===== src/rtl/pakout_ser_if.sv =====
// rtl/pakout_ser_if.sv - message and packet channel bundle for pakout_ser (o0_par present with PAKOUT_SER_PARITY_EN)
`ifndef NS_ADDRESS_SIZE
`define NS_ADDRESS_SIZE 6
`endif
`ifndef NS_DATA_SIZE
`define NS_DATA_SIZE 4
`endif
`ifndef NS_REDUN_SIZE
`define NS_REDUN_SIZE 4
`endif
`ifndef NS_PACKET_SIZE
`define NS_PACKET_SIZE 4
`endif
`ifndef NS_ACK_CKS
`define NS_ACK_CKS 2
`endif

interface pakout_ser_if #(
    parameter int ASZ = `NS_ADDRESS_SIZE,
    parameter int DSZ = `NS_DATA_SIZE,
    parameter int RSZ = `NS_REDUN_SIZE,
    parameter int PSZ = `NS_PACKET_SIZE
);
    logic [ASZ-1:0] i0_src;
    logic [ASZ-1:0] i0_dst;
    logic [DSZ-1:0] i0_dat;
    logic [RSZ-1:0] i0_red;
    logic           i0_req_in;
    logic           i0_ack_out;
    logic [PSZ-1:0] o0_pakio;
    logic           o0_sop;
    logic           o0_req_out;
    logic           o0_ack_in;
    logic           busy;
`ifdef PAKOUT_SER_PARITY_EN
    logic           o0_par;
`endif

    modport master (
        output i0_src, i0_dst, i0_dat, i0_red, i0_req_in, o0_ack_in,
        input  i0_ack_out, o0_pakio, o0_sop, o0_req_out, busy
`ifdef PAKOUT_SER_PARITY_EN
        , input o0_par
`endif
    );

    modport slave (
        input  i0_src, i0_dst, i0_dat, i0_red, i0_req_in, o0_ack_in,
        output i0_ack_out, o0_pakio, o0_sop, o0_req_out, busy
`ifdef PAKOUT_SER_PARITY_EN
        , output o0_par
`endif
    );
endinterface


===== src/rtl/pakout_ser.sv =====
// rtl/pakout_ser.sv - message-to-packet serializer over four-phase channels (optional o0_par via PAKOUT_SER_PARITY_EN)
`ifndef NS_ADDRESS_SIZE
`define NS_ADDRESS_SIZE 6
`endif
`ifndef NS_DATA_SIZE
`define NS_DATA_SIZE 4
`endif
`ifndef NS_REDUN_SIZE
`define NS_REDUN_SIZE 4
`endif
`ifndef NS_PACKET_SIZE
`define NS_PACKET_SIZE 4
`endif
`ifndef NS_ACK_CKS
`define NS_ACK_CKS 2
`endif

module pakout_ser #(
    parameter int ASZ     = `NS_ADDRESS_SIZE,
    parameter int DSZ     = `NS_DATA_SIZE,
    parameter int RSZ     = `NS_REDUN_SIZE,
    parameter int PSZ     = `NS_PACKET_SIZE,
    parameter int ACK_CKS = `NS_ACK_CKS
) (
    input  logic        src_clk,
    input  logic        reset,
    pakout_ser_if.slave bus
);
    localparam int FULL    = 2*ASZ + DSZ + RSZ;
    localparam int TOT_PKS = (FULL + PSZ - 1) / PSZ;
    localparam int TW      = TOT_PKS * PSZ;
    localparam int PADW    = TW - FULL;
    localparam int IW      = (TOT_PKS > 1) ? $clog2(TOT_PKS) : 1;
    localparam int ACKS    = (ACK_CKS < 1) ? 1 : ACK_CKS;
    localparam int CW      = $clog2(ACKS + 1);
    localparam logic [IW-1:0] LAST_IDX = IW'(TOT_PKS - 1);
    localparam logic [CW-1:0] CNT_TOP  = CW'(ACKS - 1);

    typedef enum logic [1:0] {IDLE, LOAD, SEND, WAITLO} state_t;

    state_t         state_q;
    logic [TW-1:0]  msg_q;
    logic [IW-1:0]  idx_q;
    logic           ack_out_q;
    logic           req_q;
    logic           busy_q;
    logic [PSZ-1:0] pakio_q;
    logic           sop_q;
    logic           sync1_q;
    logic           sync2_q;
    logic           filt_q;
    logic [CW-1:0]  cnt_q;
`ifdef PAKOUT_SER_PARITY_EN
    logic           par_q;
`endif

    logic [TW-1:0]  w_pad_d;
    logic [PSZ-1:0] slice_d;

    // Message sits left-justified so packet 0 always carries the top of src.
    assign w_pad_d = TW'({bus.i0_src, bus.i0_dst, bus.i0_dat, bus.i0_red}) << PADW;
    assign slice_d = msg_q[TW - 1 - int'(idx_q)*PSZ -: PSZ];

    // Consumer may run on another clock: synchronize, then require ACKS
    // consecutive disagreeing samples before the filtered ack flips.
    always_ff @(posedge src_clk or negedge reset) begin
        if (!reset) begin
            sync1_q <= 1'b0;
            sync2_q <= 1'b0;
            filt_q  <= 1'b0;
            cnt_q   <= '0;
        end else begin
            sync1_q <= bus.o0_ack_in;
            sync2_q <= sync1_q;
            if (sync2_q != filt_q) begin
                if (cnt_q == CNT_TOP) begin
                    filt_q <= sync2_q;
                    cnt_q  <= '0;
                end else begin
                    cnt_q <= cnt_q + 1'b1;
                end
            end else begin
                cnt_q <= '0;
            end
        end
    end

    always_ff @(posedge src_clk or negedge reset) begin
        if (!reset) begin
            state_q   <= IDLE;
            msg_q     <= '0;
            idx_q     <= '0;
            ack_out_q <= 1'b0;
            req_q     <= 1'b0;
            busy_q    <= 1'b0;
            pakio_q   <= '0;
            sop_q     <= 1'b0;
`ifdef PAKOUT_SER_PARITY_EN
            par_q     <= 1'b0;
`endif
        end else begin
            // Message-side release runs regardless of packet progress.
            if (ack_out_q && !bus.i0_req_in) begin
                ack_out_q <= 1'b0;
            end
            case (state_q)
                IDLE: begin
                    if (bus.i0_req_in && !ack_out_q) begin
                        msg_q     <= w_pad_d;
                        ack_out_q <= 1'b1;
                        busy_q    <= 1'b1;
                        state_q   <= LOAD;
                    end
                end
                LOAD: begin
                    pakio_q <= slice_d;
                    sop_q   <= (idx_q == '0);
`ifdef PAKOUT_SER_PARITY_EN
                    par_q   <= ^slice_d;
`endif
                    state_q <= SEND;
                end
                SEND: begin
                    // req rises one cycle after data, giving the setup margin.
                    if (!req_q) begin
                        req_q <= 1'b1;
                    end else if (filt_q) begin
                        req_q   <= 1'b0;
                        state_q <= WAITLO;
                    end
                end
                WAITLO: begin
                    if (!filt_q) begin
                        if (idx_q == LAST_IDX) begin
                            idx_q   <= '0;
                            busy_q  <= 1'b0;
                            state_q <= IDLE;
                        end else begin
                            idx_q   <= idx_q + 1'b1;
                            state_q <= LOAD;
                        end
                    end
                end
                default: state_q <= IDLE;
            endcase
        end
    end

    assign bus.i0_ack_out = ack_out_q;
    assign bus.o0_pakio   = pakio_q;
    assign bus.o0_sop     = sop_q;
    assign bus.o0_req_out = req_q;
    assign bus.busy       = busy_q;
`ifdef PAKOUT_SER_PARITY_EN
    assign bus.o0_par     = par_q;
`endif
endmodule


===== src/flat_wrapper.sv =====
// flat-port wrapper written by rule: the top's interface ports become plain ports
module pakout_ser_flat 
#(
    parameter int ASZ     = `NS_ADDRESS_SIZE,
    parameter int DSZ     = `NS_DATA_SIZE,
    parameter int RSZ     = `NS_REDUN_SIZE,
    parameter int PSZ     = `NS_PACKET_SIZE,
    parameter int ACK_CKS = `NS_ACK_CKS
)
  (src_clk, reset, bus_i0_src, bus_i0_dst, bus_i0_dat, bus_i0_red, bus_i0_req_in, bus_o0_ack_in, bus_i0_ack_out, bus_o0_pakio, bus_o0_sop, bus_o0_req_out, bus_busy);
  pakout_ser_if #(.ASZ(ASZ), .DSZ(DSZ), .RSZ(RSZ), .PSZ(PSZ)) bus_i ();
  input  logic src_clk;
  input  logic reset;
  input wire logic [$bits(bus_i.i0_src)-1:0] bus_i0_src;
  input wire logic [$bits(bus_i.i0_dst)-1:0] bus_i0_dst;
  input wire logic [$bits(bus_i.i0_dat)-1:0] bus_i0_dat;
  input wire logic [$bits(bus_i.i0_red)-1:0] bus_i0_red;
  input wire logic [$bits(bus_i.i0_req_in)-1:0] bus_i0_req_in;
  input wire logic [$bits(bus_i.o0_ack_in)-1:0] bus_o0_ack_in;
  output wire logic [$bits(bus_i.i0_ack_out)-1:0] bus_i0_ack_out;
  output wire logic [$bits(bus_i.o0_pakio)-1:0] bus_o0_pakio;
  output wire logic [$bits(bus_i.o0_sop)-1:0] bus_o0_sop;
  output wire logic [$bits(bus_i.o0_req_out)-1:0] bus_o0_req_out;
  output wire logic [$bits(bus_i.busy)-1:0] bus_busy;
  assign bus_i.i0_src = bus_i0_src;
  assign bus_i.i0_dst = bus_i0_dst;
  assign bus_i.i0_dat = bus_i0_dat;
  assign bus_i.i0_red = bus_i0_red;
  assign bus_i.i0_req_in = bus_i0_req_in;
  assign bus_i.o0_ack_in = bus_o0_ack_in;
  assign bus_i0_ack_out = bus_i.i0_ack_out;
  assign bus_o0_pakio = bus_i.o0_pakio;
  assign bus_o0_sop = bus_i.o0_sop;
  assign bus_o0_req_out = bus_i.o0_req_out;
  assign bus_busy = bus_i.busy;
  pakout_ser #(.ASZ(ASZ), .DSZ(DSZ), .RSZ(RSZ), .PSZ(PSZ), .ACK_CKS(ACK_CKS)) u_core (.src_clk(src_clk), .reset(reset), .bus(bus_i));
endmodule

===== config.mk =====
export PLATFORM = sky130hd
export DESIGN_NAME = pakout_ser_flat
export DESIGN_NICKNAME = d
export VERILOG_FILES = /design/src/rtl/pakout_ser_if.sv /design/src/rtl/pakout_ser.sv /design/src/flat_wrapper.sv
export SDC_FILE = /design/constraint.sdc
export NUM_CORES = 1
export LEC_CHECK = 0
export ABC_AREA = 1
export BUFFER_PORTS_ARGS = -buffer_cell sky130_fd_sc_hd__buf_2
export CORE_ASPECT_RATIO = 0.5
export CORE_MARGIN = 3
export CORE_UTILIZATION = 52
export DETAILED_ROUTE_END_ITERATION = 10
export PLACE_DENSITY = 0.8
export SYNTH_ARGS = -nofsm -noshare
export SYNTH_HDL_FRONTEND = slang
export SYNTH_SLANG_ARGS = --single-unit

===== constraint.sdc =====
create_clock -name src_clk -period 1.9 [get_ports src_clk]
set_input_delay 0.19 -clock src_clk [delete_from_list [all_inputs] [get_ports src_clk]]
set_output_delay 0.19 -clock src_clk [all_outputs]
set_load 0.02 [all_outputs]

==> flow_metrics.env <==
export IMPL_crit_path_top_delay_cell="dfrtp_1"
export IMPL_synth_top_area_share_pct=52.8
export IMPL_via_per_inst=4.84
export IMPL_clk_latency_ns=0.29
export IMPL_crit_type="register to register"
export IMPL_ios=32
export IMPL_drv_cap=0
export IMPL_min_path_type="input pin to async pin"
export IMPL_start_util_pct=57.1
export IMPL_die_h_microns=47.6
export IMPL_dr_wl_met2_microns=1570
export IMPL_yosys_warnings=0
export IMPL_dpl_hpwl_microns=2510
export IMPL_synth_area_top_cells="dfrtp_1, nand2_1, ha_1"
export IMPL_grt_pass1_wl_microns=5800
export IMPL_first_pass_iters=4
export IMPL_multi_input_area_sq_um=738
export IMPL_nets=285
export IMPL_crit_family="adder cells"
export IMPL_cts_resized=0
export IMPL_rr_worst_depth=8
export IMPL_portBuffers=31
export IMPL_r2r_end="u_core.bus.o0_pakio[0]$_DFFE_PN0N_"
export IMPL_finalHoldViolations=10
export IMPL_clk_pin_slew_ns=0.07
export IMPL_detail_route_antenna_nets=0
export IMPL_period_minus_slack_ns=1.65
export IMPL_grt_pass1_vias=1337
export IMPL_slew_violations=0
export IMPL_outcome="finished with violations"
export IMPL_ys_seq_area_share_pct=52.8
export IMPL_tns_ns=0
export IMPL_num_vias=1417
export IMPL_synth_seq_cells=38
export IMPL_place_gp_congestion=0.829
export IMPL_drive_above_1_share_pct=21.3
export IMPL_num_antenna_cells=0
export IMPL_worstPathArrival_ns=1.88
export IMPL_grt_max_degree=39
export IMPL_clock_sinks=38
export IMPL_synthesis_nets=251
export IMPL_highest_layer="met4"
export IMPL_power_density_nw_per_um2=1690
export IMPL_fill_cells=280
export IMPL_cts_buffers=5
export IMPL_wl_met3_microns=176
export IMPL_period_share_pct=86.9
export IMPL_cts_setup_buffers=0
export IMPL_routed_wl_microns=3480
export IMPL_cts_hold_buf=0
export IMPL_r2r_start="u_core.idx_q[0]$_DFFE_PN0P_"
export IMPL_holdWs_ns=-0.00606
export IMPL_r2r_slack_ns=0.25
export IMPL_crit_top_cell="nand2_1"
export IMPL_overflow=0
export IMPL_rsz0062_at_grt="no"
export IMPL_leakagePower_nw=1.15
export IMPL_tightest_slew_ns=0.828
export IMPL_cts_root_buf="clkbuf_8"
export IMPL_synthesis_area_sq_um=1800
export IMPL_wire_per_inst_microns=11.9
export IMPL_slew_headroom_pct=44.8
export IMPL_area_delta_synth_final_pct=14.9
export IMPL_synthCells=218
export IMPL_core_sq_um=3150
export IMPL_critPathMaxStageDelay_ns=0.40
export IMPL_cp_start_kind="register"
export IMPL_cts_tree="yes"
export IMPL_critPathBufInv=1
export IMPL_max_freq_mhz=606
export IMPL_die_x_microns=89.2
export IMPL_dieArea_sq_um=4250
export IMPL_cp_required_ns=2.13
export IMPL_violations="hold timing"
export IMPL_drc=0
export IMPL_cp_max_fo=12
export IMPL_fin_worst_skew_ns=0.00316
export IMPL_layout_area_seq_sq_um=951
export IMPL_synth_top_cell_by_area="dfrtp_1"
export IMPL_fp_row_count=14
export IMPL_worstPathCellList="inv_4, ha_1, ha_1, nor3_2, nand2_1, nand2_1, nand2_1, nand2_1"
export IMPL_track_usage_pct=18.6
export IMPL_drt_iter0_drc=39
export IMPL_avgSynthCellArea_sq_um=8.26
export IMPL_vdd_ir_drop_max_uv=637
export IMPL_setup_viol=0
export IMPL_h_tree_depth=2
export IMPL_cts_max_path_buffers=2
export IMPL_synth_cell_types=20
export IMPL_critPathCaptureType="register"
export IMPL_grt_antenna_before_repair=0
export IMPL_wl_met1_microns=1680
export IMPL_finalCoreUtilization_pct=65.7
## routing by layer
layer	vias up	track usage, %
met3	5	5.15
li1	736	-
met2	37	30.9
met5	-	0
met1	639	23.5
met4	0	8.01
## cell usage in the layout, fill, tap and decap left out
cell	synthesis	layout
nand2_2	3	3
clkinv_2	0	1
nor2_1	6	6
inv_2	8	8
a21oi_1	2	2
buf_2	4	31
clkbuf_8	0	6
xor2_1	1	1
o32ai_1	1	1
o21ai_1	7	7
a21oi_4	1	1
o21ai_0	1	1
nand2_1	107	107
clkbuf_1	0	1
xnor2_1	1	1
nand3_1	15	15
inv_4	1	1
buf_4	0	2
nor3_1	1	1
nor3_2	1	1
inv_1	9	9
ha_1	9	9
dfrtp_1	38	38
## Yosys cell counts
cell type	number
nor3_2	1
buf_2	4
a21oi_1	2
inv_2	8
o21ai_0	1
nor2_1	6
inv_1	9
o32ai_1	1
xnor2_1	1
a21oi_4	1
nor3_1	1
nand2_1	107
inv_4	1
ha_1	9
o21ai_1	7
dfrtp_1	38
buf_6	2
nand2_2	3
xor2_1	1
nand3_1	15
## registers in the layout (all words and copies together), names as in the netlist
| signal | count |
|---|---|
| u_core.msg_q | 20 |
| u_core.bus.o0_pakio | 4 |
| u_core.bus.i0_ack_out | 1 |
| u_core.cnt_q | 2 |
| u_core.sync1_q | 1 |
| u_core.bus.o0_sop | 1 |
| u_core.bus.o0_req_out | 1 |
| u_core.idx_q | 3 |
| u_core.sync2_q | 1 |
| u_core.bus.busy | 1 |
| u_core.filt_q | 1 |
| u_core.state_q | 2 |
## logic make-up (layout without fill, tap and decap cells)
| group | count (synthesis) | in the layout | share of synthesized area, % |
|---|---|---|---|
| DFF | 38 | 38 | 52.8 |
| buffers and inverters | 24 | 59 | 6.25 |
| adders and majority gates | 9 | 9 | 6.25 |
| and+or+nand+nor | 133 | 133 | 29.6 |
| AOI/OAI and AO/OA | 12 | 12 | 4.17 |
| xor gates and xnor gates | 2 | 2 | 0.972 |
## area by class of cell
cell class,count,area share (%)
Inverter,18,3.38
Clock buffer,7,4.17
Clock inverter,1,0.242
Tap cell,40,2.42
Multi-Input combinational cell,156,35.6
Sequential cell,38,45.9
Timing Repair Buffer,33,8.22
## how the worst max path moves through the flow
stage | start | slack [ns] | endpoint | depth (start not counted)
after global placement | u_core.state_q[0]$_DFFE_PN0P_ | 0.33 | u_core.msg_q[7]$_DFFE_PN0P_ | 6
after floorplan | u_core.idx_q[0]$_DFFE_PN0P_ | 0.26 | u_core.bus.o0_pakio[0]$_DFFE_PN0N_ | 10
final | u_core.idx_q[0]$_DFFE_PN0P_ | 0.25 | u_core.bus.o0_pakio[0]$_DFFE_PN0N_ | 8
after global routing | u_core.idx_q[0]$_DFFE_PN0P_ | 0.14 | u_core.bus.o0_pakio[2]$_DFFE_PN0N_ | 8
after detailed placement | u_core.idx_q[0]$_DFFE_PN0P_ | 0.30 | u_core.bus.o0_pakio[0]$_DFFE_PN0N_ | 8
after CTS | u_core.idx_q[0]$_DFFE_PN0P_ | 0.25 | u_core.bus.o0_pakio[0]$_DFFE_PN0N_ | 8
## power by group
part | switching [W] | internal [W] | leakage, nW
combinational | 0.000986 | 0.000565 | 0.631
clock | 0.000275 | 0.000293 | 0.0482
sequential | 0.000229 | 0.00115 | 0.473
total | 0.00149 | 0.00201 | 1.15
## per-stage QoR
| stage | worst slack, ns | instances | hold slack (ns) | total power (W) | instance area (sq um) |
|---|---|---|---|---|---|
| after floorplan | 0.264 | 218 | -0.106 | 0.00256 | 1800 |
| after global placement | 0.333 | 285 | 0.298 | 0.00287 | 1980 |
| after detailed placement | 0.299 | 285 | 0.315 | 0.00293 | 1980 |
| after CTS | 0.253 | 293 | 0.0154 | 0.00352 | 2070 |
| after global routing | 0.143 | 293 | 0.0111 | 0.00380 | 2070 |
| final | 0.249 | 293 | -0.00606 | 0.00350 | 2070 |
Note: power is estimated with default switching activity, not from simulation.
